`src/rtl/exec_sequencer.sv`:
```
// exec_sequencer: multi-cycle execute sequencer wrapped around an external
// combinational ALU. Owns the instruction register, an 8-entry register file,
// the A/B/C operand/result registers and the latched {V,N,Z} status.
//
// Ports:
//   clk          rising-edge clock
//   reset        asynchronous active-high reset, clears all state
//   s            start request, only looked at while waiting in IDLE
//   instr        instruction word, captured when s is accepted
//   w            high only while idle and ready for a new instruction
//   Ain, Bin     ALU operands (Bin already passed through the shifter)
//   ALUop        ALU operation select
//   alu_out      ALU result
//   alu_z        ALU flags {V,N,Z}
//   status       latched {V,N,Z} (only CMP updates it)
//   datapath_out contents of result register C
//   illegal      one-cycle pulse after decoding an undefined instruction
module exec_sequencer #(
  parameter int unsigned DW   = 16,
  parameter int unsigned NREG = 8
) (
  input  logic          clk,
  input  logic          reset,
  input  logic          s,
  input  logic [15:0]   instr,
  output logic          w,
  output logic [DW-1:0] Ain,
  output logic [DW-1:0] Bin,
  output logic [1:0]    ALUop,
  input  logic [DW-1:0] alu_out,
  input  logic [2:0]    alu_z,
  output logic [2:0]    status,
  output logic [DW-1:0] datapath_out,
  output logic          illegal
);

  localparam logic [2:0] OPC_MOV = 3'b110;
  localparam logic [2:0] OPC_ALU = 3'b101;
  localparam logic [1:0] OP_MOV_IMM = 2'b10;
  localparam logic [1:0] OP_MOV_REG = 2'b00;
  localparam logic [1:0] OP_CMP     = 2'b01;
  localparam logic [1:0] OP_MVN     = 2'b11;

  typedef enum logic [2:0] {
    S_IDLE,
    S_DECODE,
    S_GET_A,
    S_GET_B,
    S_EXEC,
    S_WRITE,
    S_WRITE_IMM
  } state_t;

  state_t        r_state;
  logic [15:0]   r_ir;
  logic [DW-1:0] r_a;
  logic [DW-1:0] r_b;
  logic [DW-1:0] r_c;
  logic [2:0]    r_status;
  logic          r_w;
  logic          r_illegal;
  logic [DW-1:0] r_rf [NREG];

  // Instruction field decode from the captured IR
  logic [2:0]    w_opcode;
  logic [1:0]    w_op;
  logic [2:0]    w_rn;
  logic [2:0]    w_rd;
  logic [1:0]    w_sh;
  logic [2:0]    w_rm;
  logic [DW-1:0] w_sximm8;
  logic          w_is_mov_imm;
  logic          w_is_mov_reg;
  logic          w_is_alu;
  logic          w_is_cmp;
  logic          w_is_mvn;
  logic [DW-1:0] w_shifted;

  assign w_opcode = r_ir[15:13];
  assign w_op     = r_ir[12:11];
  assign w_rn     = r_ir[10:8];
  assign w_rd     = r_ir[7:5];
  assign w_sh     = r_ir[4:3];
  assign w_rm     = r_ir[2:0];
  assign w_sximm8 = {{(DW-8){r_ir[7]}}, r_ir[7:0]};

  assign w_is_mov_imm = (w_opcode == OPC_MOV) && (w_op == OP_MOV_IMM);
  assign w_is_mov_reg = (w_opcode == OPC_MOV) && (w_op == OP_MOV_REG);
  assign w_is_alu     = (w_opcode == OPC_ALU);
  assign w_is_cmp     = w_is_alu && (w_op == OP_CMP);
  assign w_is_mvn     = w_is_alu && (w_op == OP_MVN);

  // Single-bit barrel shifter on operand B
  always_comb begin
    w_shifted = r_b;
    case (w_sh)
      2'b00:   w_shifted = r_b;
      2'b01:   w_shifted = {r_b[DW-2:0], 1'b0};
      2'b10:   w_shifted = {1'b0, r_b[DW-1:1]};
      default: w_shifted = {r_b[DW-1], r_b[DW-1:1]};
    endcase
  end

  // MOV-reg is executed as 0 + shift(B) through the ALU's add path
  assign Ain          = w_is_mov_reg ? '0 : r_a;
  assign Bin          = w_shifted;
  assign ALUop        = w_is_alu ? w_op : 2'b00;
  assign status       = r_status;
  assign datapath_out = r_c;
  assign w            = r_w;
  assign illegal      = r_illegal;

  // Sequencer FSM with datapath register updates
  always_ff @(posedge clk or posedge reset) begin
    if (reset) begin
      r_state   <= S_IDLE;
      r_ir      <= '0;
      r_a       <= '0;
      r_b       <= '0;
      r_c       <= '0;
      r_status  <= '0;
      r_w       <= 1'b1;
      r_illegal <= 1'b0;
      for (int i = 0; i < NREG; i++) begin
        r_rf[i] <= '0;
      end
    end else begin
      r_illegal <= 1'b0;
      case (r_state)
        S_IDLE: begin
          if (s) begin
            r_ir    <= instr;
            r_state <= S_DECODE;
            r_w     <= 1'b0;
          end
        end
        S_DECODE: begin
          if (w_is_mov_imm) begin
            r_state <= S_WRITE_IMM;
          end else if (w_is_mov_reg || w_is_mvn) begin
            r_state <= S_GET_B;
          end else if (w_is_alu) begin
            r_state <= S_GET_A;
          end else begin
            // Undefined encoding: abandon without touching any state
            r_state   <= S_IDLE;
            r_w       <= 1'b1;
            r_illegal <= 1'b1;
          end
        end
        S_GET_A: begin
          r_a     <= r_rf[w_rn];
          r_state <= S_GET_B;
        end
        S_GET_B: begin
          r_b     <= r_rf[w_rm];
          r_state <= S_EXEC;
        end
        S_EXEC: begin
          r_c <= alu_out;
          if (w_is_cmp) begin
            r_status <= alu_z;
            r_state  <= S_IDLE;
            r_w      <= 1'b1;
          end else begin
            r_state <= S_WRITE;
          end
        end
        S_WRITE: begin
          r_rf[w_rd] <= r_c;
          r_state    <= S_IDLE;
          r_w        <= 1'b1;
        end
        S_WRITE_IMM: begin
          r_rf[w_rn] <= w_sximm8;
          r_state    <= S_IDLE;
          r_w        <= 1'b1;
        end
        default: begin
          r_state <= S_IDLE;
          r_w     <= 1'b1;
        end
      endcase
    end
  end

endmodule

```
`config.mk`:
```
export PLATFORM = sky130hd
export DESIGN_NAME = exec_sequencer
export DESIGN_NICKNAME = d
export VERILOG_FILES = /design/src/rtl/exec_sequencer.sv
export SDC_FILE = /design/constraint.sdc
export NUM_CORES = 1
export LEC_CHECK = 0
export BUFFER_PORTS_ARGS = -buffer_cell sky130_fd_sc_hd__buf_2
export CAP_MARGIN = 20
export CORE_ASPECT_RATIO = 2
export CORE_MARGIN = 2
export CORE_UTILIZATION = 60
export CTS_CLUSTER_SIZE = 10
export DETAILED_ROUTE_END_ITERATION = 16
export PLACE_DENSITY = 0.83
export SLEW_MARGIN = 40
export SYNTH_ARGS = -nofsm -noshare
export SYNTH_HDL_FRONTEND = slang
export SYNTH_SLANG_ARGS = --single-unit
```
`constraint.sdc`:
```
create_clock -name clk -period 17.2 [get_ports clk]
set_clock_uncertainty 0.2 [all_clocks]
set_input_delay 2.58 -clock clk [delete_from_list [all_inputs] [get_ports clk]]
set_output_delay 2.58 -clock clk [all_outputs]
set_load 0.02 [all_outputs]
```
==> flow_summary.yaml <==
clocking:
  clock_sinks: 200
  number_of_buffers_inserted_during_clock_tree_synthesis: 17
  clockRootBuffer: "sky130_fd_sc_hd__clkbuf_16"
  clock_path_buffers: 2
  cts.clk_slew.worst_paths_ns: 0.07
  postCtsSetupRepairBufs: 0
  cts-hold-fix-buffers: 0
  cts_resized: 0
  cts.htree.levels: 4
  cts_tree: "yes"
  worst_skew_pair.late_latency_ns: 0.45
floorplan:
  start_util_pct: 61.3
  core.rowCount: 70
  design.core.area_um2: 18300
  die_w_um: 101
  die_y_um: 197
  fp.dieArea_um2: 19900
  floorplan.io_pins: 93
global_routing:
  grt_max_degree: 128
  grt_remaining_overflow: 0
  grt_pass1_vias: 9403
  wire_length_of_the_first_global_routing_pass_mm: 54.0
  gr-usage-all-layers_pct: 36.8
  antenna_violations_before_repair: 0
drt:
  post_drt_via_cell_ratio: 7.40
  postRouteAntennaNets: 0
  drt_first_pass_iters: 7
  initial_drc_count: 1151
  detail_route.wl_per_cell_um: 27.9
  detailroute.via_count: 9288
  drc_violations_left: 0
  routed_wl_mm: 35.0
placement:
  dp_hpwl_mm: 22.7
  gp_congestion: 0.966
  dpl_worst_slack_ns: 12.63
  postPlaceCellArea_um2: 11700
  placement.io_buffers: 92
synthesis:
  post_synth_inst_count: 979
  postSynthAreaPerCell_um2: 11.5
  number_of_enable_flip_flop_cells_after_synthesis: 0
  synth-seq-area-share_pct: 44.6
  ys_dominant_reg_cell: "sky130_fd_sc_hd__dfrtp_1"
  synth_top_cell_by_area: "sky130_fd_sc_hd__dfrtp_1"
  ys_async_sr_fraction_pct: 100
  syn-num-nets: 1017
  synth.top_cell.area_share_pct: 44.4
  yosys.cell_types.count: 58
  synth_top_cells_by_area: "sky130_fd_sc_hd__dfrtp_1 (44%), sky130_fd_sc_hd__mux2_2 (13%), sky130_fd_sc_hd__mux4_2 (7.6%)"
  netlist_area_um2: 11200
  yosysWarningCount: 0
  ys_seq_elements: 200
power:
  total_leakage_power_nw: 5.65
  vdd.ir_drop.worst_uv: 145
  power.density_cell_area_nw_per_um2: 164
timing:
  drv_slew: 0
  maxSlewHeadroom_pct: 37.4
  worst_slew_pin_slew_ns: 0.939
  fin_tns_setup_ns: 0
  unrepaired_setup_endpoints_after_global_routing: "no"
  timing.final.crit_share_pct: 27.8
  fin_crit_ns: 4.79
  hold_viol: 0
  layout_setup_ws_ns: 12.41
  finalSetupViolCount: 0
  fmaxAchievable_ghz: 0.209
critical_path:
  timing.critical_path.slowest_cell_delay_ns: 0.55
  path_cells: "nor3b_1, and3_2, nor2b_1, buf_2"
  worst_ep_arrival_time_ns: 2.01
  timing.setup.critical_path_class: "flop to output pin"
  critPathCaptureType: "output pin"
  start_kind: "flop"
  crit_path_max_fanout: 17
  timing.reg2reg.setup_slack_ns: 13.84
  cp_data_required_time_ns: 14.42
  timing.critical_path.slowest_stage_cell: "sky130_fd_sc_hd__and3_2"
layout:
  final_core_util_pct: 67.3
  multiInputGateArea_um2: 5820
  layout.area.seq_um2: 5010
  final_cell_mix: "sky130_fd_sc_hd__dfrtp_1 (194), sky130_fd_sc_hd__mux2_2 (127), sky130_fd_sc_hd__o21ai_0 (111)"
  post-route-cell-area_um2: 12300
  layout.cells.most_common: "sky130_fd_sc_hd__dfrtp_1"
  n_antenna_cell: 0
  layout-drive-gt1-share_pct: 34.5
  nNetsFinal: 1064
  flow.area_growth_from_synthesis_pct: 9.92
  layout.filler_cells: 1362
run:
  timing.max_cap.violations: 0
worst_hold_path:
  min_path_type: "flop to flop"
run_status:
  outcome: "completed"
-- sequential cells by signal (all words and copies together) (netlist names) --
name	cells
w	1
status	3
r_ir	16
r_b	16
r_a	16
illegal	1
datapath_out	16
r_rf	128
r_state	3
-- routing by layer --
layer	share of wire (%)	up-vias	global-route usage [%]
li1	-	3766	-
met1	31	4523	42.5
met2	48	743	58.4
met3	11	256	5.77
met4	11	0	32.1
met5	0	-	0
-- where the power goes --
part	internal, mW	switching, mW
logic	0.339	0.561
registers	0.582	0.149
clock network	0.197	0.200
total	1.12	0.910
-- per-stage QoR --
stage	cells	power, mW	hold WS, ns
6_report	1255	2.03	0.301
5_1_grt	1255	2.10	0.333
3_3_place_gp	1218	1.57	0.283
4_1_cts	1254	1.99	0.305
2_1_floorplan	979	1.32	0.256
3_5_place_dp	1222	1.60	0.290
-- path summary, 6_finish.rpt --
path | from | end | cells past startpoint
setup / recovery | r_ir[11]$_DFFE_PP0P_ | Ain[11] | 4
hold / removal | status[0]$_DFFE_PP0P_ | status[0]$_DFFE_PP0P_ | 1
setup reg to reg | r_ir[8]$_DFFE_PP0P_ | r_rf[9]$_DFFE_PP0P_ | 5
hold reg to reg | status[0]$_DFFE_PP0P_ | status[0]$_DFFE_PP0P_ | 1
max in group asynchronous | reset | r_a[10]$_DFFE_PP0P_ | 3
min in group asynchronous | reset | r_rf[20]$_DFFE_PP0P_ | 2
-- critical path, delay by kind of cell, from the launching register on --
kind	cells	cell delay [ns]
simple gates	3	0.96
buf+inv	1	0.18
flops	1	0.42
-- kinds of logic (layout without fill, tap and decap cells) --
logic type | Yosys count | after routing | synth area share (%)
compound gates | 253 | 253 | 14.0
buf+inv | 91 | 151 | 4.11
flops | 200 | 200 | 44.6
mux | 241 | 241 | 28.2
simple gates | 194 | 194 | 8.98
-- cell usage after synthesis, types with 6 or more instances --
cell type / number
sky130_fd_sc_hd__nor3_1: 9
sky130_fd_sc_hd__nor2_1: 22
sky130_fd_sc_hd__mux2_2: 127
sky130_fd_sc_hd__o22ai_1: 54
sky130_fd_sc_hd__a22oi_1: 15
sky130_fd_sc_hd__a221oi_1: 8
sky130_fd_sc_hd__dfrtp_1: 199
sky130_fd_sc_hd__buf_4: 7
sky130_fd_sc_hd__o21ai_0: 111
sky130_fd_sc_hd__a31oi_1: 9
sky130_fd_sc_hd__buf_6: 6
sky130_fd_sc_hd__a22o_1: 6
sky130_fd_sc_hd__mux2_1: 9
sky130_fd_sc_hd__mux4_2: 38
sky130_fd_sc_hd__nand3b_1: 8
sky130_fd_sc_hd__nand3_1: 9
sky130_fd_sc_hd__a221o_1: 7
sky130_fd_sc_hd__a21oi_1: 21
sky130_fd_sc_hd__clkbuf_1: 29
sky130_fd_sc_hd__mux2_4: 22
sky130_fd_sc_hd__mux2i_1: 45
sky130_fd_sc_hd__nand2_1: 81
sky130_fd_sc_hd__nor2b_1: 24
sky130_fd_sc_hd__inv_1: 9
sky130_fd_sc_hd__buf_2: 38
-- final cells by class --
type	count	area share [%]
clock inverter	13	1.04
multi-input combinational	688	47.2
tap	216	2.19
timing repair buffer	109	4.94
sequential	200	40.7
clock buffer	19	3.59
inverter	10	0.406
Power figures use the tool's default switching activity.
